File: src/rtl/led_light_pkg.sv
// Shared types and sizes for the led_light design.
package led_light_pkg;
  localparam int LED_N = 8;
  localparam int CNT_W = 3;

  typedef enum logic [1:0] {
    SHIFT_L = 2'd0,
    SHIFT_R = 2'd1,
    BOUNCE  = 2'd2,
    BLINK   = 2'd3
  } led_mode_t;
endpackage

File: src/rtl/pwm_gen.sv
// Free-running PWM counter with a fixed compare: duty_on is high for the
// first TRAIL_DUTY clocks of every 2**PWM_BITS-clock period.
module pwm_gen #(
  parameter int PWM_BITS   = 4,
  parameter int TRAIL_DUTY = 4
) (
  input  logic clock,
  input  logic reset,
  output logic duty_on
);
  localparam logic [PWM_BITS:0]   DUTY    = (PWM_BITS + 1)'(TRAIL_DUTY);
  localparam logic [PWM_BITS-1:0] CNT_ONE = PWM_BITS'(1);

  logic [PWM_BITS-1:0] pwm_cnt_q;

  // NOTE: sequential state uses non-blocking assignments so every register samples pre-edge values.
  always_ff @(posedge clock or posedge reset) begin
    if (reset) pwm_cnt_q <= '0;
    else       pwm_cnt_q <= pwm_cnt_q + CNT_ONE;
  end

  assign duty_on = ({1'b0, pwm_cnt_q} < DUTY);
endmodule

File: src/rtl/led_chaser_ctrl.sv
// LED chase controller: turns upstream count steps into a one-hot chase with a
// PWM-dimmed trail, in one of four modes that only change at a frame wrap.
module led_chaser_ctrl
  import led_light_pkg::*;
#(
  parameter int PWM_BITS   = 4,
  parameter int TRAIL_DUTY = 4
) (
  input  logic             clock,
  input  logic             reset,
  input  logic [CNT_W-1:0] count,
  input  logic [1:0]       mode_req,
  input  logic             mode_valid,
  output logic             mode_ack,
  output logic [LED_N-1:0] led,
  output logic             frame_done
);
  localparam logic [CNT_W-1:0] POS_MAX = CNT_W'(LED_N - 1);
  localparam logic [CNT_W-1:0] POS_ONE = CNT_W'(1);

  led_mode_t        mode_q, mode_d, pending_mode_q, pending_mode_d;
  logic             pending_q, pending_d;
  logic [CNT_W-1:0] prev_count_q;
  logic [CNT_W-1:0] pos_q, pos_d, trail_pos_q, trail_pos_d;
  logic             dir_down_q, dir_down_d;
  logic             trail_en_q, trail_en_d;
  logic             blink_phase_q, blink_phase_d;
  logic [LED_N-1:0] led_q, led_d;
  logic             mode_ack_q, frame_done_q;
  logic             step, wrap, capture, apply, duty_on;

  pwm_gen #(
    .PWM_BITS  (PWM_BITS),
    .TRAIL_DUTY(TRAIL_DUTY)
  ) u_pwm (
    .clock  (clock),
    .reset  (reset),
    .duty_on(duty_on)
  );

  // Any change of count is one step, however far it jumps; only 7->0 is a wrap.
  assign step    = (count != prev_count_q);
  assign wrap    = step && (prev_count_q == POS_MAX) && (count == '0);
  assign capture = mode_valid && !mode_ack_q;
  assign apply   = wrap && pending_q;

  // NOTE: every always_comb output gets a default first so no path can infer a latch.
  always_comb begin
    pending_mode_d = capture ? led_mode_t'(mode_req) : pending_mode_q;
    pending_d      = (pending_q || capture) && !apply;
    mode_d         = mode_q;
    pos_d          = pos_q;
    dir_down_d     = dir_down_q;
    trail_pos_d    = trail_pos_q;
    trail_en_d     = trail_en_q;
    blink_phase_d  = blink_phase_q;

    if (step) begin
      if (apply) begin
        mode_d        = pending_mode_d;
        pos_d         = '0;
        dir_down_d    = 1'b0;
        trail_en_d    = 1'b0;
        blink_phase_d = 1'b0;
      end else begin
        trail_pos_d = pos_q;
        trail_en_d  = (mode_q != BLINK);
        if (wrap) blink_phase_d = !blink_phase_q;
        if (mode_q == BOUNCE) begin
          if (dir_down_q) begin
            pos_d = pos_q - POS_ONE;
            if (pos_d == '0) dir_down_d = 1'b0;
          end else begin
            pos_d = pos_q + POS_ONE;
            if (pos_d == POS_MAX) dir_down_d = 1'b1;
          end
        end
      end
      // Keyed on the next mode so the wrap that switches modes renders in the new one.
      case (mode_d)
        SHIFT_L: pos_d = count;
        SHIFT_R: pos_d = POS_MAX - count;
        default: ;
      endcase
    end

    led_d = '0;
    if (mode_d == BLINK) begin
      led_d = {LED_N{blink_phase_d}};
    end else begin
      if (trail_en_d) led_d[trail_pos_d] = duty_on;
      led_d[pos_d] = 1'b1;
    end
  end

  always_ff @(posedge clock or posedge reset) begin
    if (reset) begin
      mode_q         <= SHIFT_L;
      pending_mode_q <= SHIFT_L;
      pending_q      <= 1'b0;
      prev_count_q   <= '0;
      pos_q          <= '0;
      dir_down_q     <= 1'b0;
      trail_pos_q    <= '0;
      trail_en_q     <= 1'b0;
      blink_phase_q  <= 1'b0;
      led_q          <= '0;
      mode_ack_q     <= 1'b0;
      frame_done_q   <= 1'b0;
    end else begin
      mode_q         <= mode_d;
      pending_mode_q <= pending_mode_d;
      pending_q      <= pending_d;
      prev_count_q   <= count;
      pos_q          <= pos_d;
      dir_down_q     <= dir_down_d;
      trail_pos_q    <= trail_pos_d;
      trail_en_q     <= trail_en_d;
      blink_phase_q  <= blink_phase_d;
      led_q          <= led_d;
      mode_ack_q     <= apply;
      frame_done_q   <= wrap;
    end
  end

  assign led        = led_q;
  assign mode_ack   = mode_ack_q;
  assign frame_done = frame_done_q;
endmodule
File: config.mk
export PLATFORM = sky130hd
export DESIGN_NAME = led_chaser_ctrl
export DESIGN_NICKNAME = d
export VERILOG_FILES = /design/src/rtl/led_light_pkg.sv /design/src/rtl/pwm_gen.sv /design/src/rtl/led_chaser_ctrl.sv
export SDC_FILE = /design/constraint.sdc
export NUM_CORES = 1
export LEC_CHECK = 0
export ABC_AREA = 1
export ABC_CLOCK_PERIOD_IN_PS = 2080
export BUFFER_PORTS_ARGS = -buffer_cell sky130_fd_sc_hd__buf_2
export CORE_MARGIN = 2
export CORE_UTILIZATION = 55
export DETAILED_ROUTE_END_ITERATION = 16
export PLACE_DENSITY = 0.75
export SYNTH_ARGS = -nofsm -noshare
export SYNTH_HDL_FRONTEND = slang
export SYNTH_SLANG_ARGS = --single-unit
export TNS_END_PERCENT = 50
File: constraint.sdc
create_clock -name clock -period 2.08 [get_ports clock]
set_input_delay 0 -clock clock [delete_from_list [all_inputs] [get_ports clock]]
set_output_delay 0 -clock clock [all_outputs]
set_load 0.02 [all_outputs]
==> results of run 1 <==
-- cells in the final DEF (no fill, tap or decap) --
cell / n
a21oi_1: 2
a221oi_1: 1
buf_2: 17
buf_4: 5
clkbuf_4: 5
clkbuf_8: 1
clkinv_2: 1
dfrtp_1: 30
dfrtp_2: 1
dlygate4sd3_1: 8
ha_1: 4
ha_4: 1
inv_1: 23
inv_2: 10
inv_4: 2
nand2_1: 63
nand2_2: 4
nand2_4: 5
nand3_1: 14
nand3_2: 7
nor2_1: 16
nor2_2: 4
nor2_4: 3
nor3b_1: 1
o211ai_1: 1
o21ai_0: 5
o21ai_1: 6
or2_2: 1
xnor2_1: 2
xor2_1: 1
-- state kept, by name (all words and copies together), names as in the netlist --
register	count
mode_ack	1
led	8
pos_q	3
dir_down_q	1
u_pwm.pwm_cnt_q	4
pending_mode_q	2
frame_done	1
trail_en_q	1
mode_q	2
blink_phase_q	1
pending_q	1
trail_pos_q	3
prev_count_q	3
-- power groups by stage --
stage | clock, mW | combinational, mW | sequential, mW
finish | 0.360 | 0.796 | 0.781
global route | 0.396 | 0.893 | 0.794
CTS | 0.369 | 0.731 | 0.784
detailed placement | 0 | 0.714 | 0.796
global placement | 0 | 0.686 | 0.789
floorplan | 0 | 0.451 | 0.868
-- repair_timing --
item                                   4_1_cts  5_1_grt
buffers inserted                             0        4
hold buffers                                 8        0
setup endpoints to repair                    0        8
endpoints found under the hold margin       38        0
resized for setup                            0        7
-- stage by stage --
stage	hold WS, ns	instance area [um^2]	TNS, ns	worst slack (ns)	cells
3_5_place_dp	0.100	1800	0	0.0774	256
5_1_grt	0.327	1980	-0.0172	-0.0122	275
4_1_cts	0.285	1930	0	0.0282	271
6_report	0.301	1980	0	0.158	275
2_1_floorplan	0.0314	1670	0	0.271	207
3_3_place_gp	0.0839	1800	0	0.188	256
-- worst register-to-register path: cells and delay by family, from the launching register on --
kind	cells	cell delay, ns
AOI/OAI and AO/OA	1	0.06
adders and majority gates	1	0.21
buffers and inverters	1	0.12
DFF	1	0.45
and+or+nand+nor	11	1.01
-- layer usage --
metal | wire length, um | vias up | track usage (%)
li1 | - | 709 | -
met1 | 1500 | 657 | 25.5
met2 | 1780 | 21 | 39.0
met3 | 109 | 7 | 5.90
met4 | 73 | 0 | 11.7
met5 | 0 | - | 0
-- how the worst max path moves through the flow --
stage,from,endpoint,slack [ns],cells past startpoint
after floorplan,pos_q[0]$_DFF_PP0_,led[7]$_DFF_PP0_,0.27,14
after global placement,pos_q[1]$_DFF_PP0_,led[6]$_DFF_PP0_,0.19,14
after detailed placement,pos_q[0]$_DFF_PP0_,led[6]$_DFF_PP0_,0.08,14
after CTS,pos_q[0]$_DFF_PP0_,led[6]$_DFF_PP0_,0.03,14
after global routing,pos_q[1]$_DFF_PP0_,led[3]$_DFF_PP0_,-0.01,14
final,pos_q[1]$_DFF_PP0_,led[6]$_DFF_PP0_,0.16,14
-- cells by family after synthesis --
group / synth area share (%)
adders and majority gates: 3.76
xor gates and xnor gates: 1.58
and+or+nand+nor: 35.2
DFF: 46.6
buffers and inverters: 8.04
AOI/OAI and AO/OA: 4.88
-- final cells by class --
class | count | area, um^2 | area share, %
multi-input cells | 141 | 773 | 39.0
repair buffers | 30 | 203 | 10.2
flip-flops and latches | 31 | 777 | 39.2
clock buffers | 6 | 51.3 | 2.59
inverters | 35 | 136 | 6.87
clock inverters | 1 | 5.00 | 0.252
well taps | 31 | 38.8 | 1.95
==> run summary, run 1 <==
======================================================================================================
Vert. Die Dim ...........................................................................      59.0 um
Flop-to-flop setup slack ................................................................      0.16 ns
Count of endpoints failing setup in the final report ....................................            0
Number of diodes ........................................................................            0
Placeable Area .......................................................................... 0.00281 mm^2
Cell family with most CP delay .......................................................... simple AND/OR/NAND/NOR gates
Via count of the routed design ..........................................................        1,394
Number of distinct library cells after synthesis ........................................           22
Share of synthesized area occupied by flip-flops and latches ............................        46.6%
Fin crit period .........................................................................      1.92 ns
Initial DRC Count .......................................................................           56
CTS H-Tree Depth ........................................................................            2
Async SR Flop Fraction ..................................................................         100%
Sequential group share of total power ...................................................        40.3%
CTS sink cnt ............................................................................           31
Critical path fanouts, max ..............................................................            5
All-layer global routing usage ..........................................................        22.6%
Maximum number of pins on one net before global-route repair ............................           32
Drt wl/cell .............................................................................      12.6 um
Die X ...................................................................................      59.0 um
CP startpoint kind ......................................................................         flop
Worst reg2reg path depth ................................................................           14
Total Die Area .......................................................................... 0.00348 mm^2
Inserted Clock Buffers ..................................................................            5
Remaining global-route overflow .........................................................            0
ANT nets after route ....................................................................            0
Class of the tightest hold or removal check .............................................     in2async
Library cell with the largest summed area after synthesis ...............................      dfrtp_1
Slew Viols, Final .......................................................................            0
Largest cells by area after synthesis ................................................... dfrtp_1 (47%), nand2_1 (14%), inv_1 (5.6%)
Count of yosys warnings during synthesis ................................................            0
Reg-to-reg startpoint ................................................................... pos_q[1]$_DFF_PP0_
Combinational Power Share ...............................................................        41.1%
Count of max-cap constraint violations ..................................................            0
Total Power .............................................................................      1.94 mW
Total DRC errors in the routed layout ...................................................            0
Boundary pin count ......................................................................           18
Tightest Pin Transition .................................................................     0.388 ns
Post-synth EDFFs ........................................................................            0
Crit. End Element .......................................................................         flop
Initial antenna violation count .........................................................            0
TritonCTS clock tree ....................................................................          yes
Yosys top cell area share ...............................................................        46.6%
Reg2Reg Capture Point ................................................................... led[6]$_DFF_PP0_
Standard cell with the maximum stage delay on the critical path .........................      dfrtp_1
Clock tree root buffer cell .............................................................     clkbuf_4
Quantity of I/O buffers inserted on ports ...............................................           17
Cells traversed along the worst timing path ............................................. inv_2 > ha_4 > or2_2 > nand3_2 > o21ai_1 > nor2_1 > nor2_1 > nand3_2 > nand2_4 > nor2_4 > nand2_1 > nand2_1 > nand2_1 > nand2_1
Number of flip-flops and latches in the synthesized netlist .............................           31
FP Rows .................................................................................           19
Result of the run .......................................................................    completed
Most used standard cell by instance count after synthesis ...............................      nand2_1
Initial core utilization ................................................................        59.4%
Fraction of layout cells with a size suffix above 1 .....................................        27.5%
Worst-case clock buffer depth ...........................................................            2
Rel. slew slack .........................................................................        74.1%
Max Fclk ................................................................................      520 MHz
Detailed-placement wirelength estimate ..................................................      2.52 mm
Fin util ................................................................................        70.7%
Net Sw Power ............................................................................       773 uW
Leakage power total .....................................................................      1.09 nW
Clock skew after layout .................................................................   0.00651 ns
Clock transition at the register clock pins on the worst setup and hold paths after CTS .      0.10 ns
Max incr delay on CP ....................................................................      0.45 ns
Worst EP required .......................................................................      2.35 ns
Fillers .................................................................................          231
Clock network latency to the later pin of the worst-skew pair ...........................      0.33 ns
Area added between synthesis and finish .................................................        19.2%
Count of buffering cells on the critical path with inverters included ...................            1
Crit share post-route ...................................................................        92.4%
Net switching fraction of the power .....................................................        39.9%
Number of endpoints with negative hold slack in the final report ........................            0
Commonest cells post-synth .............................................................. nand2_1 (63), dfrtp_1 (31), inv_1 (25)
Category of the most critical setup path ................................................      reg2reg
Number of detailed-route iterations in the first pass ...................................            4
Most frequently used flop master after synthesis ........................................      dfrtp_1
Most repeated library cell on the critical path .........................................      nand2_1
Synth Instances .........................................................................          207
Nets@finish .............................................................................          257
Cell Pwr Density ........................................................................  976 mW/mm^2
Final GP Congestion .....................................................................        0.910
First-pass GRT wire length ..............................................................      5.85 mm
Vias in the first global route ..........................................................        1,439
Internal power summed over all cells ....................................................      1.16 mW
Total routed wirelength .................................................................      3.47 mm
Clock power frac ........................................................................        18.6%
Area of the mapped netlist .............................................................. 0.00167 mm^2
Worst path arrival time .................................................................      2.19 ns
Peak supply drop ........................................................................     0.764 mV
Net count after synthesis ...............................................................          220
Mean number of vias per cell ............................................................         5.07
Synthesized area per cell ...............................................................    8.05 um^2
======================================================================================================
(Power assumes the default switching activity.)
==> run 2, diff against run 1 <==
Settings changed: SYNTH_HIERARCHICAL from default to 1.
==> run 2 against run 1 <==
  * Core utilization fell by 5.3 points
  * Register-to-register slack improved by 0.04 ns
  * Critical path depth did not move
  * Design area fell by 1.0%
  * Hold slack got worse by 0.23 ns
  * Count of clock-buffer cells in the layout fell by 1
  * Fmax rose by 2.3%
  * Synthesized cell count rose by 1.9%
  * Global-route usage fell by 1.8 points
  * Combinational power fell by 11%
  * Critical path type unchanged
==> run summary, run 2 <==
======================================================================================================
Leakage power total .....................................................................      1.11 nW
Via count of the routed design ..........................................................        1,341
Commonest cells post-synth .............................................................. nand2_1 (67), dfrtp_1 (31), inv_1 (24)
ANT nets after route ....................................................................            0
Nets@finish .............................................................................          257
CP startpoint kind ......................................................................         flop
Inserted Clock Buffers ..................................................................            5
Area of the mapped netlist .............................................................. 0.00170 mm^2
Crit. End Element .......................................................................         flop
Vert. Die Dim ...........................................................................      59.6 um
Library cell with the largest summed area after synthesis ...............................      dfrtp_1
Post-DP Area ............................................................................ 0.00183 mm^2
Area added between synthesis and finish .................................................        15.7%
Clock skew after layout .................................................................   0.00535 ns
Mean number of vias per cell ............................................................         4.82
Count of endpoints failing setup in the final report ....................................            0
Total DRC errors in the routed layout ...................................................            0
FP Rows .................................................................................           20
Max incr delay on CP ....................................................................      0.42 ns
Most repeated library cell on the critical path .........................................      nand2_1
Share of synthesized area occupied by flip-flops and latches ............................        45.7%
Most frequently used flop master after synthesis ........................................      dfrtp_1
Result of the run .......................................................................    completed
Clock tree root buffer cell .............................................................     clkbuf_4
Number of distinct library cells after synthesis ........................................           24
Critical path fanouts, max ..............................................................            5
Post-cts resize count ...................................................................            0
Category of the most critical setup path ................................................      reg2reg
Number of cells in the design after placement ...........................................          262
Worst EP required .......................................................................      2.31 ns
Fin crit period .........................................................................      1.88 ns
Total routed wirelength .................................................................      3.04 mm
Count of yosys warnings during synthesis ................................................            6
Boundary pin count ......................................................................           18
Worst path arrival time .................................................................      2.11 ns
Initial core utilization ................................................................        56.5%
Remaining global-route overflow .........................................................            0
Rel. slew slack .........................................................................        76.8%
Setup repair after global routing missed its margin .....................................           no
Clock transition at the register clock pins on the worst setup and hold paths after CTS .      0.10 ns
All-layer global routing usage ..........................................................        20.8%
CTS sink cnt ............................................................................           31
Count of max-cap constraint violations ..................................................            0
Met3 Use GR .............................................................................        5.90%
Cells traversed along the worst timing path ............................................. inv_1 > ha_1 > a21oi_1 > o21ai_0 > nand2_1 > nor2_1 > nor2_1 > nand3_2 > nand2_4 > inv_2 > nand3_1 > nand2_1 > nand2_1 > nand2_1
Total negative slack for setup checks ...................................................         0 ns
Maximum number of pins on one net before global-route repair ............................           28
Count of buffering cells on the critical path with inverters included ...................            2
Post-synth EDFFs ........................................................................            0
Standard cell with the maximum stage delay on the critical path .........................      dfrtp_1
TritonCTS clock tree ....................................................................          yes
Fin util ................................................................................        65.4%
Met2 usage in global routing ............................................................        32.7%
Max Fclk ................................................................................      533 MHz
Number of endpoints with negative hold slack in the final report ........................            0
Worst slack at placement ................................................................     0.208 ns
Yosys top cell area share ...............................................................        45.7%
First-pass GRT wire length ..............................................................      5.40 mm
Most common cell after layout, fill and taps aside ......................................      nand2_1
Total Die Area .......................................................................... 0.00355 mm^2
Synth Instances .........................................................................          211
Drt wl/cell .............................................................................      10.9 um
Most used standard cell by instance count after synthesis ...............................      nand2_1
Number of diodes ........................................................................            0
Multi-input gate area in the final layout ...............................................     785 um^2
Worst-case clock buffer depth ...........................................................            2
Fillers .................................................................................          261
PnR worst setup slack ...................................................................     0.202 ns
Tightest Pin Transition .................................................................     0.348 ns
Number of flip-flops and latches in the synthesized netlist .............................           31
Initial DRC Count .......................................................................           29
Total Power .............................................................................      1.83 mW
Peak supply drop ........................................................................     0.610 mV
M1 GR Usage .............................................................................        27.0%
Quantity of I/O buffers inserted on ports ...............................................           17
Fraction of layout cells with a size suffix above 1 .....................................        25.3%
Async SR Flop Fraction ..................................................................         100%
Postcts setup bufs ......................................................................            0
Global route hottest layer ..............................................................         met2
Detailed-placement wirelength estimate ..................................................      2.28 mm
Final cell count without fillers ........................................................          278
Net count after synthesis ...............................................................          224
Clock network latency to the later pin of the worst-skew pair ...........................      0.34 ns
Cell family with most CP delay .......................................................... simple AND/OR/NAND/NOR gates
Final std cell area, no fill ............................................................ 0.00196 mm^2
Synthesized area per cell ...............................................................    8.05 um^2
Cell Pwr Density ........................................................................  932 mW/mm^2
Final GP Congestion .....................................................................        0.890
CTS H-Tree Depth ........................................................................            2
Class of the tightest hold or removal check .............................................     in2async
Commonest cells after routing, fill and taps aside ...................................... nand2_1 (67), dfrtp_1 (31), inv_1 (24), buf_2 (17), nor2_1 (16)
Initial antenna violation count .........................................................            0
Largest register FFs ....................................................................            8
Placeable Area .......................................................................... 0.00300 mm^2
Min Hold Slack ..........................................................................    0.0740 ns
Vias in the first global route ..........................................................        1,265
Slew Viols, Final .......................................................................            0
Crit share post-route ...................................................................        90.3%
Number of detailed-route iterations in the first pass ...................................            4
Largest cells by area after synthesis ................................................... dfrtp_1 (46%), nand2_1 (15%), inv_1 (5.3%)
Sequential cell area ....................................................................     776 um^2
Die X ...................................................................................      59.6 um
======================================================================================================
[run 2: changes by cell type in the layout (fill, tap and decap cells not counted), sizes merged]
cell	previous run	this run
xnor2	2	1
nand2	72	77
clkinv	1	4
clkbuf	6	5
o211ai	1	0
nor2	23	22
a21oi	2	3
nand4	0	1
or2	1	0
buf	22	18
[run 2: cell families (layout without fill, tap and decap cells)]
group           after synthesis  count (layout)  share of synthesized area, %
simple gates                122             122                          36.4
buf+inv                      36              70                          8.11
compound gates               15              15                          5.08
xor+xnor                      2               2                          1.03
flops                        31              31                          45.7
fa+ha+maj                     5               5                          3.68
[run 2: per-layer routing]
metal	up-vias	wire (um)
met3	7	148
met2	24	1370
met5	-	0
met4	0	59
met1	597	1470
li1	713	-
[run 2: what timing repair did]
| item | in CTS | in global routing |
|---|---|---|
| setup endpoints to repair | 0 | 0 |
| hold buffers | 8 | 0 |
| endpoints found under the hold margin | 38 | 0 |
[run 2: final timing paths]
kind / to / cells past startpoint / slack (ns) / start
max: led[3]$_DFF_PP0_ / 14 / 0.20 / pos_q[0]$_DFF_PP0_
min: u_pwm/pwm_cnt_q[0]$_DFF_PP0_ / 3 / 0.07 / reset
max reg2reg: led[3]$_DFF_PP0_ / 14 / 0.20 / pos_q[0]$_DFF_PP0_
min reg2reg: trail_en_q$_DFF_PP0_ / 2 / 0.50 / trail_en_q$_DFF_PP0_
max in group asynchronous: trail_pos_q[1]$_DFF_PP0_ / 4 / 1.56 / reset
min in group clock: prev_count_q[1]$_DFF_PP0_ / 2 / 0.34 / count[1]
[run 2: final cells by class]
cell class | count | area share (%)
Multi-Input combinational cell | 144 | 39.9
Sequential cell | 31 | 39.5
Timing Repair Buffer | 26 | 8.79
Inverter | 36 | 7.01
Tap cell | 33 | 2.10
Clock buffer | 5 | 1.91
Clock inverter | 3 | 0.764
[run 2: where the power goes]
part | switching [mW] | internal (mW)
logic | 0.471 | 0.239
registers | 0.0566 | 0.724
clock network | 0.215 | 0.125
total | 0.742 | 1.09
[run 2: tightest hold or removal path: cells and delay by family]
kind	cells	cell delay (ns)
buffers and inverters	3	0.78
==> run 3, diff against run 2 <==
Settings changed: HOLD_SLACK_MARGIN from default to 0.08.
==> run 3 against run 2 <==
  * First-iteration DRC count increased by 3.4%
  * Sequential share of layout area down 0.40 points
  * Sequential power is essentially flat
  * Combinational power up 0.7%
  * Global-route usage rose by 0.46 points
  * Via count grew 0.82%
  * Clock skew hardly changed
  * Non-clock buffer count grew 2
  * Setup slack about the same
  * Hold slack improved by 0.19 ns
==> run summary, run 3 (synthesized netlist as in run 2, its figures left out) <==
======================================================================================================
Fin util ................................................................................        66.1%
Maximum number of pins on one net before global-route repair ............................           28
Most repeated library cell on the critical path .........................................      nand2_1
Most common cell after layout, fill and taps aside ......................................      nand2_1
TritonCTS clock tree ....................................................................          yes
Mean number of vias per cell ............................................................         4.83
Die X ...................................................................................      59.6 um
Area added between synthesis and finish .................................................        16.9%
Number of detailed-route iterations in the first pass ...................................            4
Peak supply drop ........................................................................     0.610 mV
Result of the run .......................................................................    completed
Initial antenna violation count .........................................................            0
Post-cts resize count ...................................................................            0
Clock tree root buffer cell .............................................................     clkbuf_4
Remaining global-route overflow .........................................................            0
Max incr delay on CP ....................................................................      0.42 ns
Vias in the first global route ..........................................................        1,287
Total negative slack for setup checks ...................................................         0 ns
Clock power frac ........................................................................        18.6%
Cell Pwr Density ........................................................................  925 mW/mm^2
Worst reg2reg path depth ................................................................           14
Class of the tightest hold or removal check .............................................     in2async
Tightest Pin Transition .................................................................     0.349 ns
Fraction of layout cells with a size suffix above 1 .....................................        25.1%
Initial DRC Count .......................................................................           30
Boundary pin count ......................................................................           18
Fin crit period .........................................................................      1.88 ns
Worst path arrival time .................................................................      2.11 ns
Leakage power total .....................................................................      1.11 nW
Worst EP required .......................................................................      2.31 ns
Nets@finish .............................................................................          259
Setup repair after global routing missed its margin .....................................           no
Final GP Congestion .....................................................................        0.890
Clock skew after layout .................................................................   0.00567 ns
Crit. End Element .......................................................................         flop
Total Die Area .......................................................................... 0.00355 mm^2
Rel. slew slack .........................................................................        76.7%
Number of endpoints with negative hold slack in the final report ........................            0
Net Sw Power ............................................................................       744 uW
Standard cell with the maximum stage delay on the critical path .........................      dfrtp_1
Max Fclk ................................................................................      533 MHz
Inserted Clock Buffers ..................................................................            5
FP Rows .................................................................................           20
Placeable Area .......................................................................... 0.00300 mm^2
Count of max-cap constraint violations ..................................................            0
Vert. Die Dim ...........................................................................      59.6 um
Net switching fraction of the power .....................................................        40.5%
CTS H-Tree Depth ........................................................................            2
Worst-case clock buffer depth ...........................................................            2
Category of the most critical setup path ................................................      reg2reg
Cells traversed along the worst timing path ............................................. inv_1 > ha_1 > a21oi_1 > o21ai_0 > nand2_1 > nor2_1 > nor2_1 > nand3_2 > nand2_4 > inv_2 > nand3_1 > nand2_1 > nand2_1 > nand2_1
Count of endpoints failing setup in the final report ....................................            0
Detailed-placement wirelength estimate ..................................................      2.28 mm
Initial core utilization ................................................................        56.5%
Total Power .............................................................................      1.84 mW
Commonest cells after routing, fill and taps aside ...................................... nand2_1 (67), dfrtp_1 (31), inv_1 (24), buf_2 (17), nor2_1 (16)
Slew Viols, Final .......................................................................            0
Critical path fanouts, max ..............................................................            5
CP startpoint kind ......................................................................         flop
Internal power summed over all cells ....................................................      1.09 mW
CTS sink cnt ............................................................................           31
All-layer global routing usage ..........................................................        21.3%
First-pass GRT wire length ..............................................................      5.51 mm
Largest register FFs ....................................................................            8
Combinational Power Share ...............................................................        38.9%
Total routed wirelength .................................................................      3.10 mm
Via count of the routed design ..........................................................        1,352
Sequential group share of total power ...................................................        42.5%
Drt wl/cell .............................................................................      11.1 um
Total DRC errors in the routed layout ...................................................            0
Fillers .................................................................................          258
Quantity of I/O buffers inserted on ports ...............................................           17
Number of diodes ........................................................................            0
Crit share post-route ...................................................................        90.3%
Clock transition at the register clock pins on the worst setup and hold paths after CTS .      0.10 ns
Clock network latency to the later pin of the worst-skew pair ...........................      0.34 ns
ANT nets after route ....................................................................            0
======================================================================================================
[run 3: power groups by stage]
stage          Combinational, mW  Clock, mW  Sequential, mW
3_3_place_gp               0.694          0           0.792
2_1_floorplan              0.450          0           0.870
5_1_grt                    0.804      0.377           0.796
4_1_cts                    0.717      0.357           0.782
3_5_place_dp               0.699          0           0.795
6_report                   0.714      0.341           0.781
[run 3: cell type report]
cell class	instances	area [um^2]	area share, %
multi-input cells	144	785	39.5
flip-flops and latches	31	776	39.1
repair buffers	28	193	9.71
inverters	36	138	6.94
well taps	33	41.3	2.08
clock buffers	5	37.5	1.89
clock inverters	3	15.0	0.757
[run 3: worst paths after layout]
| path | startpoint | endpoint | slack (ns) |
|---|---|---|---|
| max in group asynchronous | reset | u_pwm/pwm_cnt_q[1]$_DFF_PP0_ | 1.27 |
| min in group clock | count[1] | prev_count_q[1]$_DFF_PP0_ | 0.34 |
| worst min register to register | trail_en_q$_DFF_PP0_ | trail_en_q$_DFF_PP0_ | 0.50 |
| worst max register to register | pos_q[0]$_DFF_PP0_ | led[3]$_DFF_PP0_ | 0.20 |
| worst max-delay path | pos_q[0]$_DFF_PP0_ | led[3]$_DFF_PP0_ | 0.20 |
| worst min-delay path | reset | prev_count_q[0]$_DFF_PP0_ | 0.26 |
[run 3: metrics by stage]
| stage | hold slack [ns] | area (um^2) | cells | worst slack, ns |
|---|---|---|---|---|
| 6_report | 0.260 | 1980 | 280 | 0.202 |
| 5_1_grt | 0.302 | 1980 | 280 | 0.0556 |
| 4_1_cts | 0.245 | 1980 | 280 | 0.191 |
| 3_5_place_dp | -0.102 | 1830 | 262 | 0.208 |
| 3_3_place_gp | -0.107 | 1830 | 262 | 0.217 |
| 2_1_floorplan | -0.234 | 1700 | 211 | 0.419 |
[run 3: metal layers]
| metal | up-vias | track usage [%] | wire, um |
|---|---|---|---|
| met1 | 604 | 27.3 | 1480 |
| met4 | 0 | 8.57 | 59 |
| met5 | - | 0 | 0 |
| met2 | 24 | 33.9 | 1420 |
| met3 | 7 | 5.90 | 148 |
| li1 | 717 | - | - |
[run 3: worst max-delay path: cells and delay by family (launching register included)]
kind	cells	cell delay (ns)
AND/OR/NAND/NOR	9	0.65
flip-flops	1	0.42
adder cells (fa/ha/maj)	1	0.32
AO/OA/AOI/OAI	2	0.20
buffers and inverters	2	0.17
[run 3: what timing repair did]
item,4_1_cts,5_1_grt
hold endpoints to repair,38,0
hold buffers,10,0
buffers inserted,0,0
